===== config.mk =====
export PLATFORM = sky130hd
export DESIGN_NAME = ahb_master_req_ctrl_flat
export DESIGN_NICKNAME = d
export VERILOG_FILES = /design/src/rtl/ahb_master_req_ctrl_pkg.sv /design/src/rtl/ahb_master_req_ctrl_if.sv /design/src/rtl/ahb_master_req_ctrl_addr_gen.sv /design/src/rtl/ahb_master_req_ctrl.sv /design/src/flat_wrapper.sv
export SDC_FILE = /design/constraint.sdc
export NUM_CORES = 1
export LEC_CHECK = 0
export BUFFER_PORTS_ARGS = -buffer_cell sky130_fd_sc_hd__buf_4
export CAP_MARGIN = 0
export CORE_ASPECT_RATIO = 1.4
export CORE_UTILIZATION = 50
export CTS_CLUSTER_DIAMETER = 50
export CTS_CLUSTER_SIZE = 40
export DETAILED_ROUTE_END_ITERATION = 6
export GPL_ROUTABILITY_DRIVEN = 0
export PLACE_DENSITY = 0.84
export SLEW_MARGIN = 15
export SYNTH_ARGS = -nofsm -noshare
export SYNTH_HDL_FRONTEND = slang
export SYNTH_SLANG_ARGS = --single-unit

===== constraint.sdc =====
create_clock -name hclk -period 5.7 [get_ports hclk]
set_clock_uncertainty 0.05 [all_clocks]
set_input_delay 0.57 -clock hclk [delete_from_list [all_inputs] [get_ports hclk]]
set_output_delay 0.57 -clock hclk [all_outputs]
set_load 0.05 [all_outputs]

===== src/rtl/ahb_master_req_ctrl_pkg.sv =====
// Shared types for the AHB master request/burst controller.
// Optional REQ-phase timeout is enabled with macro AHB_MST_REQ_TIMEOUT_EN.
package ahb_master_req_ctrl_pkg;

    typedef enum logic [2:0] {
        HB_SINGLE = 3'd0,
        HB_INCR   = 3'd1,
        HB_WRAP4  = 3'd2,
        HB_INCR4  = 3'd3,
        HB_WRAP8  = 3'd4,
        HB_INCR8  = 3'd5,
        HB_WRAP16 = 3'd6,
        HB_INCR16 = 3'd7
    } hburst_type;

    typedef enum logic [1:0] {
        HT_IDLE   = 2'b00,
        HT_NONSEQ = 2'b10,
        HT_SEQ    = 2'b11
    } htrans_type;

    typedef enum logic [1:0] {
        ST_IDLE,
        ST_REQ,
        ST_XFER
    } state_t;

    // Index of the final beat; undefined-length INCR is issued as one beat.
    function automatic logic [3:0] burst_last_idx(hburst_type b);
        case (b)
            HB_WRAP4,  HB_INCR4:  return 4'd3;
            HB_WRAP8,  HB_INCR8:  return 4'd7;
            HB_WRAP16, HB_INCR16: return 4'd15;
            default:              return 4'd0;
        endcase
    endfunction

    function automatic logic burst_is_wrap(hburst_type b);
        return (b == HB_WRAP4) || (b == HB_WRAP8) || (b == HB_WRAP16);
    endfunction

endpackage


===== src/rtl/ahb_master_req_ctrl_if.sv =====
// Command + AHB address-phase bundle for ahb_master_req_ctrl.
// err_timeout exists only when AHB_MST_REQ_TIMEOUT_EN is defined.
interface ahb_master_req_ctrl_if
    import ahb_master_req_ctrl_pkg::*;
#(
    parameter int ADDR_WIDTH = 32
);
    logic                  cmd_valid;
    logic                  cmd_ready;
    logic [ADDR_WIDTH-1:0] cmd_addr;
    hburst_type            cmd_burst;
    logic                  cmd_write;
    logic                  hgrant;
    logic                  hreq;
    htrans_type            htrans;
    logic [ADDR_WIDTH-1:0] haddr;
    hburst_type            hburst;
    logic                  hwrite;
    logic                  beat_ack;
    logic [3:0]            beat_idx;
    logic                  busy;
`ifdef AHB_MST_REQ_TIMEOUT_EN
    logic                  err_timeout;

    modport master (
        input  cmd_valid, cmd_addr, cmd_burst, cmd_write, hgrant,
        output cmd_ready, hreq, htrans, haddr, hburst, hwrite,
               beat_ack, beat_idx, busy, err_timeout
    );
    modport slave (
        output cmd_valid, cmd_addr, cmd_burst, cmd_write, hgrant,
        input  cmd_ready, hreq, htrans, haddr, hburst, hwrite,
               beat_ack, beat_idx, busy, err_timeout
    );
`else
    modport master (
        input  cmd_valid, cmd_addr, cmd_burst, cmd_write, hgrant,
        output cmd_ready, hreq, htrans, haddr, hburst, hwrite,
               beat_ack, beat_idx, busy
    );
    modport slave (
        output cmd_valid, cmd_addr, cmd_burst, cmd_write, hgrant,
        input  cmd_ready, hreq, htrans, haddr, hburst, hwrite,
               beat_ack, beat_idx, busy
    );
`endif
endinterface


===== src/rtl/ahb_master_req_ctrl_addr_gen.sv =====
// Combinational next-beat address: linear increment for INCR bursts,
// wrap inside a beats*BYTES_PER_BEAT aligned window for WRAP bursts.
module ahb_mst_addr_gen
    import ahb_master_req_ctrl_pkg::*;
#(
    parameter int ADDR_WIDTH     = 32,
    parameter int BYTES_PER_BEAT = 4
) (
    input  logic [ADDR_WIDTH-1:0] haddr_i,
    input  hburst_type            hburst_i,
    output logic [ADDR_WIDTH-1:0] haddr_nxt_o
);
    logic [ADDR_WIDTH-1:0] incr;
    logic [ADDR_WIDTH-1:0] span_mask;

    // Upper bits above the wrap span stay fixed; lower bits roll over.
    always_comb begin
        incr      = haddr_i + ADDR_WIDTH'(BYTES_PER_BEAT);
        span_mask = ((ADDR_WIDTH'(burst_last_idx(hburst_i)) + ADDR_WIDTH'(1))
                     * ADDR_WIDTH'(BYTES_PER_BEAT)) - ADDR_WIDTH'(1);
        if (burst_is_wrap(hburst_i)) begin
            haddr_nxt_o = (haddr_i & ~span_mask) | (incr & span_mask);
        end else begin
            haddr_nxt_o = incr;
        end
    end
endmodule


===== src/rtl/ahb_master_req_ctrl.sv =====
// AHB master request/burst controller: takes a burst command, requests the
// bus, then issues NONSEQ/SEQ address-phase beats until the burst is done.
// Define AHB_MST_REQ_TIMEOUT_EN to abort a request that is never granted.
module ahb_master_req_ctrl
    import ahb_master_req_ctrl_pkg::*;
#(
    parameter int ADDR_WIDTH     = 32,
    parameter int BYTES_PER_BEAT = 4,
    parameter int REQ_TIMEOUT    = 64
) (
    input  logic                  hclk,
    input  logic                  hreset,
    ahb_master_req_ctrl_if.master bus
);
    // The wait counter is 8 bits wide.
    if (REQ_TIMEOUT < 1 || REQ_TIMEOUT > 256) begin : g_bad_timeout
        $error("REQ_TIMEOUT must be in 1..256");
    end

    state_t                state_q, state_d;
    logic [ADDR_WIDTH-1:0] haddr_q, haddr_d, haddr_nxt;
    hburst_type            hburst_q, hburst_d;
    logic                  hwrite_q, hwrite_d;
    logic [3:0]            beat_idx_q, beat_idx_d;
    logic [3:0]            last_idx_q, last_idx_d;
`ifdef AHB_MST_REQ_TIMEOUT_EN
    localparam logic [7:0] TO_LAST = 8'(REQ_TIMEOUT - 1);
    logic [7:0]            wait_cnt_q, wait_cnt_d;
    logic                  err_q, err_d;
`endif

    ahb_mst_addr_gen #(
        .ADDR_WIDTH     (ADDR_WIDTH),
        .BYTES_PER_BEAT (BYTES_PER_BEAT)
    ) u_addr_gen (
        .haddr_i     (haddr_q),
        .hburst_i    (hburst_q),
        .haddr_nxt_o (haddr_nxt)
    );

    // Next-state and datapath update; stalls (hgrant=0) simply hold state.
    always_comb begin
        state_d    = state_q;
        haddr_d    = haddr_q;
        hburst_d   = hburst_q;
        hwrite_d   = hwrite_q;
        beat_idx_d = beat_idx_q;
        last_idx_d = last_idx_q;
`ifdef AHB_MST_REQ_TIMEOUT_EN
        wait_cnt_d = wait_cnt_q;
        err_d      = 1'b0;
`endif
        case (state_q)
            ST_IDLE: begin
                if (bus.cmd_valid) begin
                    haddr_d    = bus.cmd_addr;
                    hburst_d   = bus.cmd_burst;
                    hwrite_d   = bus.cmd_write;
                    last_idx_d = burst_last_idx(bus.cmd_burst);
                    beat_idx_d = 4'd0;
`ifdef AHB_MST_REQ_TIMEOUT_EN
                    wait_cnt_d = 8'd0;
`endif
                    state_d    = ST_REQ;
                end
            end
            ST_REQ: begin
                // Grant here only hands over the bus; no beat is taken yet.
                if (bus.hgrant) begin
                    state_d = ST_XFER;
                end
`ifdef AHB_MST_REQ_TIMEOUT_EN
                else if (wait_cnt_q == TO_LAST) begin
                    state_d = ST_IDLE;
                    err_d   = 1'b1;
                end else begin
                    wait_cnt_d = wait_cnt_q + 8'd1;
                end
`endif
            end
            ST_XFER: begin
                if (bus.hgrant) begin
                    if (beat_idx_q == last_idx_q) begin
                        state_d    = ST_IDLE;
                        beat_idx_d = 4'd0;
                    end else begin
                        beat_idx_d = beat_idx_q + 4'd1;
                        haddr_d    = haddr_nxt;
                    end
                end
            end
            default: state_d = ST_IDLE;
        endcase
    end

    // State and output registers; reset abandons any burst in flight.
    always_ff @(posedge hclk) begin
        if (hreset) begin
            state_q    <= ST_IDLE;
            haddr_q    <= '0;
            hburst_q   <= HB_SINGLE;
            hwrite_q   <= 1'b0;
            beat_idx_q <= 4'd0;
            last_idx_q <= 4'd0;
`ifdef AHB_MST_REQ_TIMEOUT_EN
            wait_cnt_q <= 8'd0;
            err_q      <= 1'b0;
`endif
        end else begin
            state_q    <= state_d;
            haddr_q    <= haddr_d;
            hburst_q   <= hburst_d;
            hwrite_q   <= hwrite_d;
            beat_idx_q <= beat_idx_d;
            last_idx_q <= last_idx_d;
`ifdef AHB_MST_REQ_TIMEOUT_EN
            wait_cnt_q <= wait_cnt_d;
            err_q      <= err_d;
`endif
        end
    end

    assign bus.cmd_ready = (state_q == ST_IDLE);
    assign bus.hreq      = (state_q != ST_IDLE);
    assign bus.busy      = (state_q != ST_IDLE);
    assign bus.htrans    = (state_q != ST_XFER)  ? HT_IDLE :
                           (beat_idx_q == 4'd0)  ? HT_NONSEQ : HT_SEQ;
    assign bus.haddr     = haddr_q;
    assign bus.hburst    = hburst_q;
    assign bus.hwrite    = hwrite_q;
    assign bus.beat_idx  = beat_idx_q;
    assign bus.beat_ack  = (state_q == ST_XFER) && bus.hgrant;
`ifdef AHB_MST_REQ_TIMEOUT_EN
    assign bus.err_timeout = err_q;
`endif

endmodule


===== src/flat_wrapper.sv =====
// flat-port wrapper written by rule: the top's interface ports become plain ports
module ahb_master_req_ctrl_flat import ahb_master_req_ctrl_pkg::*;
#(
    parameter int ADDR_WIDTH     = 32,
    parameter int BYTES_PER_BEAT = 4,
    parameter int REQ_TIMEOUT    = 64
)
  (hclk, hreset, bus_cmd_valid, bus_cmd_addr, bus_cmd_burst, bus_cmd_write, bus_hgrant, bus_cmd_ready, bus_hreq, bus_htrans, bus_haddr, bus_hburst, bus_hwrite, bus_beat_ack, bus_beat_idx, bus_busy);
  ahb_master_req_ctrl_if #(.ADDR_WIDTH(ADDR_WIDTH)) bus_i ();
  input  logic hclk;
  input  logic hreset;
  input wire logic [$bits(bus_i.cmd_valid)-1:0] bus_cmd_valid;
  input wire logic [$bits(bus_i.cmd_addr)-1:0] bus_cmd_addr;
  input wire logic [$bits(bus_i.cmd_burst)-1:0] bus_cmd_burst;
  input wire logic [$bits(bus_i.cmd_write)-1:0] bus_cmd_write;
  input wire logic [$bits(bus_i.hgrant)-1:0] bus_hgrant;
  output wire logic [$bits(bus_i.cmd_ready)-1:0] bus_cmd_ready;
  output wire logic [$bits(bus_i.hreq)-1:0] bus_hreq;
  output wire logic [$bits(bus_i.htrans)-1:0] bus_htrans;
  output wire logic [$bits(bus_i.haddr)-1:0] bus_haddr;
  output wire logic [$bits(bus_i.hburst)-1:0] bus_hburst;
  output wire logic [$bits(bus_i.hwrite)-1:0] bus_hwrite;
  output wire logic [$bits(bus_i.beat_ack)-1:0] bus_beat_ack;
  output wire logic [$bits(bus_i.beat_idx)-1:0] bus_beat_idx;
  output wire logic [$bits(bus_i.busy)-1:0] bus_busy;
  assign bus_i.cmd_valid = bus_cmd_valid;
  assign bus_i.cmd_addr = bus_cmd_addr;
  assign bus_i.cmd_burst = bus_cmd_burst;
  assign bus_i.cmd_write = bus_cmd_write;
  assign bus_i.hgrant = bus_hgrant;
  assign bus_cmd_ready = bus_i.cmd_ready;
  assign bus_hreq = bus_i.hreq;
  assign bus_htrans = bus_i.htrans;
  assign bus_haddr = bus_i.haddr;
  assign bus_hburst = bus_i.hburst;
  assign bus_hwrite = bus_i.hwrite;
  assign bus_beat_ack = bus_i.beat_ack;
  assign bus_beat_idx = bus_i.beat_idx;
  assign bus_busy = bus_i.busy;
  ahb_master_req_ctrl #(.ADDR_WIDTH(ADDR_WIDTH), .BYTES_PER_BEAT(BYTES_PER_BEAT), .REQ_TIMEOUT(REQ_TIMEOUT)) u_core (.hclk(hclk), .hreset(hreset), .bus(bus_i));
endmodule

Word level (Yosys, flattened, before mapping)

Index checks and enable logic that the tools add are counted.
Widths: inputs -> output; s select.

Memories: 0
Output and inout port bits: 46
RAM bits: 0
Memory bits (read-only): 0
Bits in latches: 0
Logic and storage cells: 70
Register bits: 46

Divide/modulo/power cells: 0
Reduce and logical (&&, ||, !) cells: 17
Equal/unequal tests: 21
Shifts and indexed selects: 0
Order comparisons: 0
Mux-type cells: 18
Multiply operators: 0
Bitwise operators: 4
Add/sub/neg operators: 4

Operators by type and width:

| operator              | count |
|---|---|
| $mux 32               | 4 |
| $and 32x32->32        | 2 |
| $pmux 32 s2           | 1 |
| $add 32x3->32 const B | 1 |
| $not 32->32           | 1 |
| $or 32x32->32         | 1 |
| $eq 3x3->1 const B    | 8 |
| $pmux 4 s3            | 2 |
| $eq 3x2->1 const B    | 4 |
| $mux 4                | 3 |
| $reduce_or 2->1       | 6 |
| $mux 2                | 5 |
| $ne 2x2->1 const B    | 5 |
| $pmux 4 s2            | 1 |
| $reduce_and 4->1      | 2 |
| $sub 7x1->8 const B   | 1 |
| $pmux 2 s3            | 1 |
| $add 4x1->5 const B   | 1 |
| $add 4x1->4 const B   | 1 |
| $eq 4x4->1            | 1 |
| $logic_not 4->1       | 1 |
| $reduce_bool 2->1     | 2 |
| $reduce_and 3->1      | 1 |
| $eq 2x1->1 const B    | 1 |
| other kinds (7)       | 8 |

Logic depth before layout (Yosys ltp)

Word-level depth: 12
Mapped depth: 7
Depth with buffers taken out: 6

Cells and area by module

Synthesis repeated with hierarchy kept, for this count alone.

Cells, all modules: 326
Area, all modules: 2672.6 um^2

Modules (own cells, without submodules):

| module              | sequential area each (um^2) | cells an instance | area each (um^2) | times used |
|---|---|---|---|---|
| ahb_master_req_ctrl | 900.9                       | 234               | 2031.9           | 1 |
| ahb_mst_addr_gen    | 0.0                         | 92                | 640.6            | 1 |

Least setup slack after synthesis

No wires, ideal clock.

Kind: register -> output
Start point: register u_core.beat_idx_q[0] (netlist: u_core.bus.beat_idx[0])
End point: output bus_htrans[0]
Path buffers: 0
Arrival: 1.801 ns
Required time: 5.080 ns
Setup slack: 3.279 ns
Cell stages (with the launch flop): 4
Path through: dfxtp_1 inv_1 ha_1 a21oi_1

Cells in the longest elaborated chain, start to end: 3

Ends and longest elaborated chain:

| element                  | line                       | text |
|---|---|---|
| start: declaration       | ahb_master_req_ctrl.sv:24  | `logic [3:0] beat_idx_q, beat_idx_d;` |
| start signal: assignment | ahb_master_req_ctrl.sv:114 | `beat_idx_q <= beat_idx_d;` |
| $logic_not 4->1          | ahb_master_req_ctrl.sv:127 | `(beat_idx_q == 4'd0) ? HT_NONSEQ : HT_SEQ;` |
| $mux 1                   | ahb_master_req_ctrl.sv:127 |  |
| $mux 2                   | ahb_master_req_ctrl.sv:126 | `assign bus.htrans = (state_q != ST_XFER) ? HT_IDLE :` |
| end: declaration         | flat_wrapper.sv:19         | `output wire logic [$bits(bus_i.htrans)-1:0] bus_htrans;` |

Every way passes these cells.

==> flow_metrics.tcl <==
set metrics [dict create \
    viasPerCell 6.10 \
    powerDensity_mw_per_mm2 257 \
    coreArea_mm2 0.00520 \
    synth_top_area_frac 0.332 \
    endpoint_kind "register" \
    hold-worst-slack_ns 0.410 \
    synth_edf_count 0 \
    ys_seq_elements 45 \
    netlist_area_mm2 0.00271 \
    synth-async-reset-ratio 0 \
    critPathLaunchType "register" \
    vias 3093 \
    cts.path.max_buffers 2 \
    core.rowCount 31 \
    synth_ff_type "dfxtp_1" \
    ys_warn_count 0 \
    worstPathMaxFanout 28 \
    worstPathArrival_ns 3.22 \
    leakagePower_uw 0.00144 \
    clk_pin_slew_ns 0.08 \
    cts_root_buf "clkbuf_8" \
    die_w_um 64.2 \
    cts_tree "done" \
    first_pass_iters 6 \
    numCtsBuffers 5 \
    grt_max_degree 39 \
    period_minus_slack_ns 3.07 \
    status "finished, final reports clean" \
    syn-num-nets 413 \
    areaGrowthSynthToFinish_pct 26.9 \
    drive_above_1_share 0.227 \
    synth_seq_area_share 0.332 \
    route.detailed.drc 0 \
    rsz0062_at_grt "false" \
    design_area_mm2 0.00344 \
    initialDrtViolationCount 372 \
    totalWireLength_um 7920 \
    routedWlPerCell_um 15.6 \
    htree_levels 2 \
    diodes 0 \
    maxCapViolations 0 \
    fin_crit_sh 0.539 \
    grt_antenna_before_repair 0 \
    setup_violations 0 \
    mostFrequentLayoutCells "buf_4 (88), nand2_1 (61), dfxtp_1 (45)" \
    max_freq_mhz 325 \
    fillers 486 \
    worstSetupPathType "register to register" \
    yosys.cell_types.count 54 \
    io_buffer_count 85 \
    synthCells 370 \
    final_common_cell "buf_4" \
    setup_tns_ns 0 \
    cts_setup_buffers 0 \
    cts_sinks 45 \
    globalRoute.totalOverflow 0 \
    ant_nets 0 \
    maxSlewViolCount 0 \
    relSlewSlack 0.347 \
    synth.avg_cell_area_um2 7.32 \
    irDropWorstVdd_mv 0.163 \
    dieArea_mm2 0.00572 \
    hold_buffers 0 \
    finalHoldViolations 0 \
    nets 484 \
    ios 86 \
    required_ns 5.84 \
    clkLatencyLatePin_ns 0.29 \
    start_util 0.521 \
    die_h_um 89.1 \
    worstMarginPinSlew_ns 0.971 \
    worst_slack_ns 2.63 \
    cts_resized 0 \
    yosys.area.top_type "dfxtp_1" \
    power_uw 884 \
    grt_pass1_vias 2906 \
    grt_pass1_wl_um 12900 \
    placed_area_mm2 0.00335 \
    dp_hpwl_um 5680 \
    track_usage 0.286 \
    place_ws_ns 2.65 \
    ys_top_cells_by_area "dfxtp_1 (33%), nand2_1 (8.4%), a21oi_1 (7.9%)" \
    hold_class "register to register" \
]
-- cells in the mapped netlist, types with 2 or more instances --
library cell	instances
a41oi_1	2
clkbuf_1	19
a32oi_1	3
nor4_1	2
nand4_1	8
xnor2_1	2
ha_1	3
a311oi_1	2
buf_2	3
a31oi_1	6
nand2_1	61
or3_1	5
nor2_1	24
nand3_1	20
and3_1	9
o41ai_1	4
and2_1	6
dfxtp_1	45
o31ai_1	8
xor2_1	3
o32ai_1	3
o21ai_0	28
and4_1	3
a211oi_1	2
a21oi_1	43
nor3_1	8
a32o_1	5
inv_1	10
mux2i_1	5
nor3b_1	3
o31a_1	2
-- power breakdown --
group	internal [uW]	switching (uW)	total, uW
sequential	343	43.3	387
clock	96.3	104	200
combinational	98.7	198	297
-- cell type report --
type	count	area, um2	share of cell area
multi-input combinational	291	1670	0.486
sequential	45	901	0.262
tap	66	82.6	0.0240
timing repair buffer	88	661	0.192
clock buffer	7	86.3	0.0251
inverter	10	37.5	0.0109
-- per-stage QoR --
stage | util | std cells
4_1_cts | 0.662 | 507
5_1_grt | 0.662 | 507
6_report | 0.662 | 507
2_1_floorplan | - | 370
3_5_place_dp | 0.645 | 500
3_3_place_gp | 0.645 | 500
-- worst max-delay path: stages, from the launching register on --
cell      delay, ns
dfxtp_1        0.42
nand2b_1       0.64
buf_4          0.38
inv_1          0.23
nand2_1        0.72
o21ai_0        0.22
a32o_1         0.30
-- layer usage --
layer,vias to the layer above,track usage,share of wire
met1,1430,0.324,0.39
met5,-,0,0
met4,0,0.129,0.024
met3,20,0.0459,0.069
met2,140,0.529,0.51
li1,1503,-,-
-- worst paths after layout --
check                      startpoint  slack, ns                  end  cells past startpoint
setup / recovery    u_core.state_q[0]       2.63             register                      6
hold reg to reg   u_core.bus.haddr[1]       0.41  u_core.bus.haddr[1]                      2
setup reg to reg    u_core.state_q[0]       2.63             register                      6
hold / removal    u_core.bus.haddr[1]       0.41  u_core.bus.haddr[1]                      2
-- kinds of logic (layout without fill, tap and decap cells) --
| kind of cell | Yosys count | count (layout) | share of synthesized area |
|---|---|---|---|
| and+or+nand+nor | 159 | 159 | 0.285 |
| muxes | 5 | 5 | 0.0185 |
| adders and majority gates | 3 | 3 | 0.0139 |
| buffers and inverters | 34 | 105 | 0.0526 |
| xor gates and xnor gates | 5 | 5 | 0.0162 |
| DFF | 45 | 45 | 0.332 |
| AOI/OAI and AO/OA | 119 | 119 | 0.282 |
No activity file was read; power rests on OpenSTA's default activity.
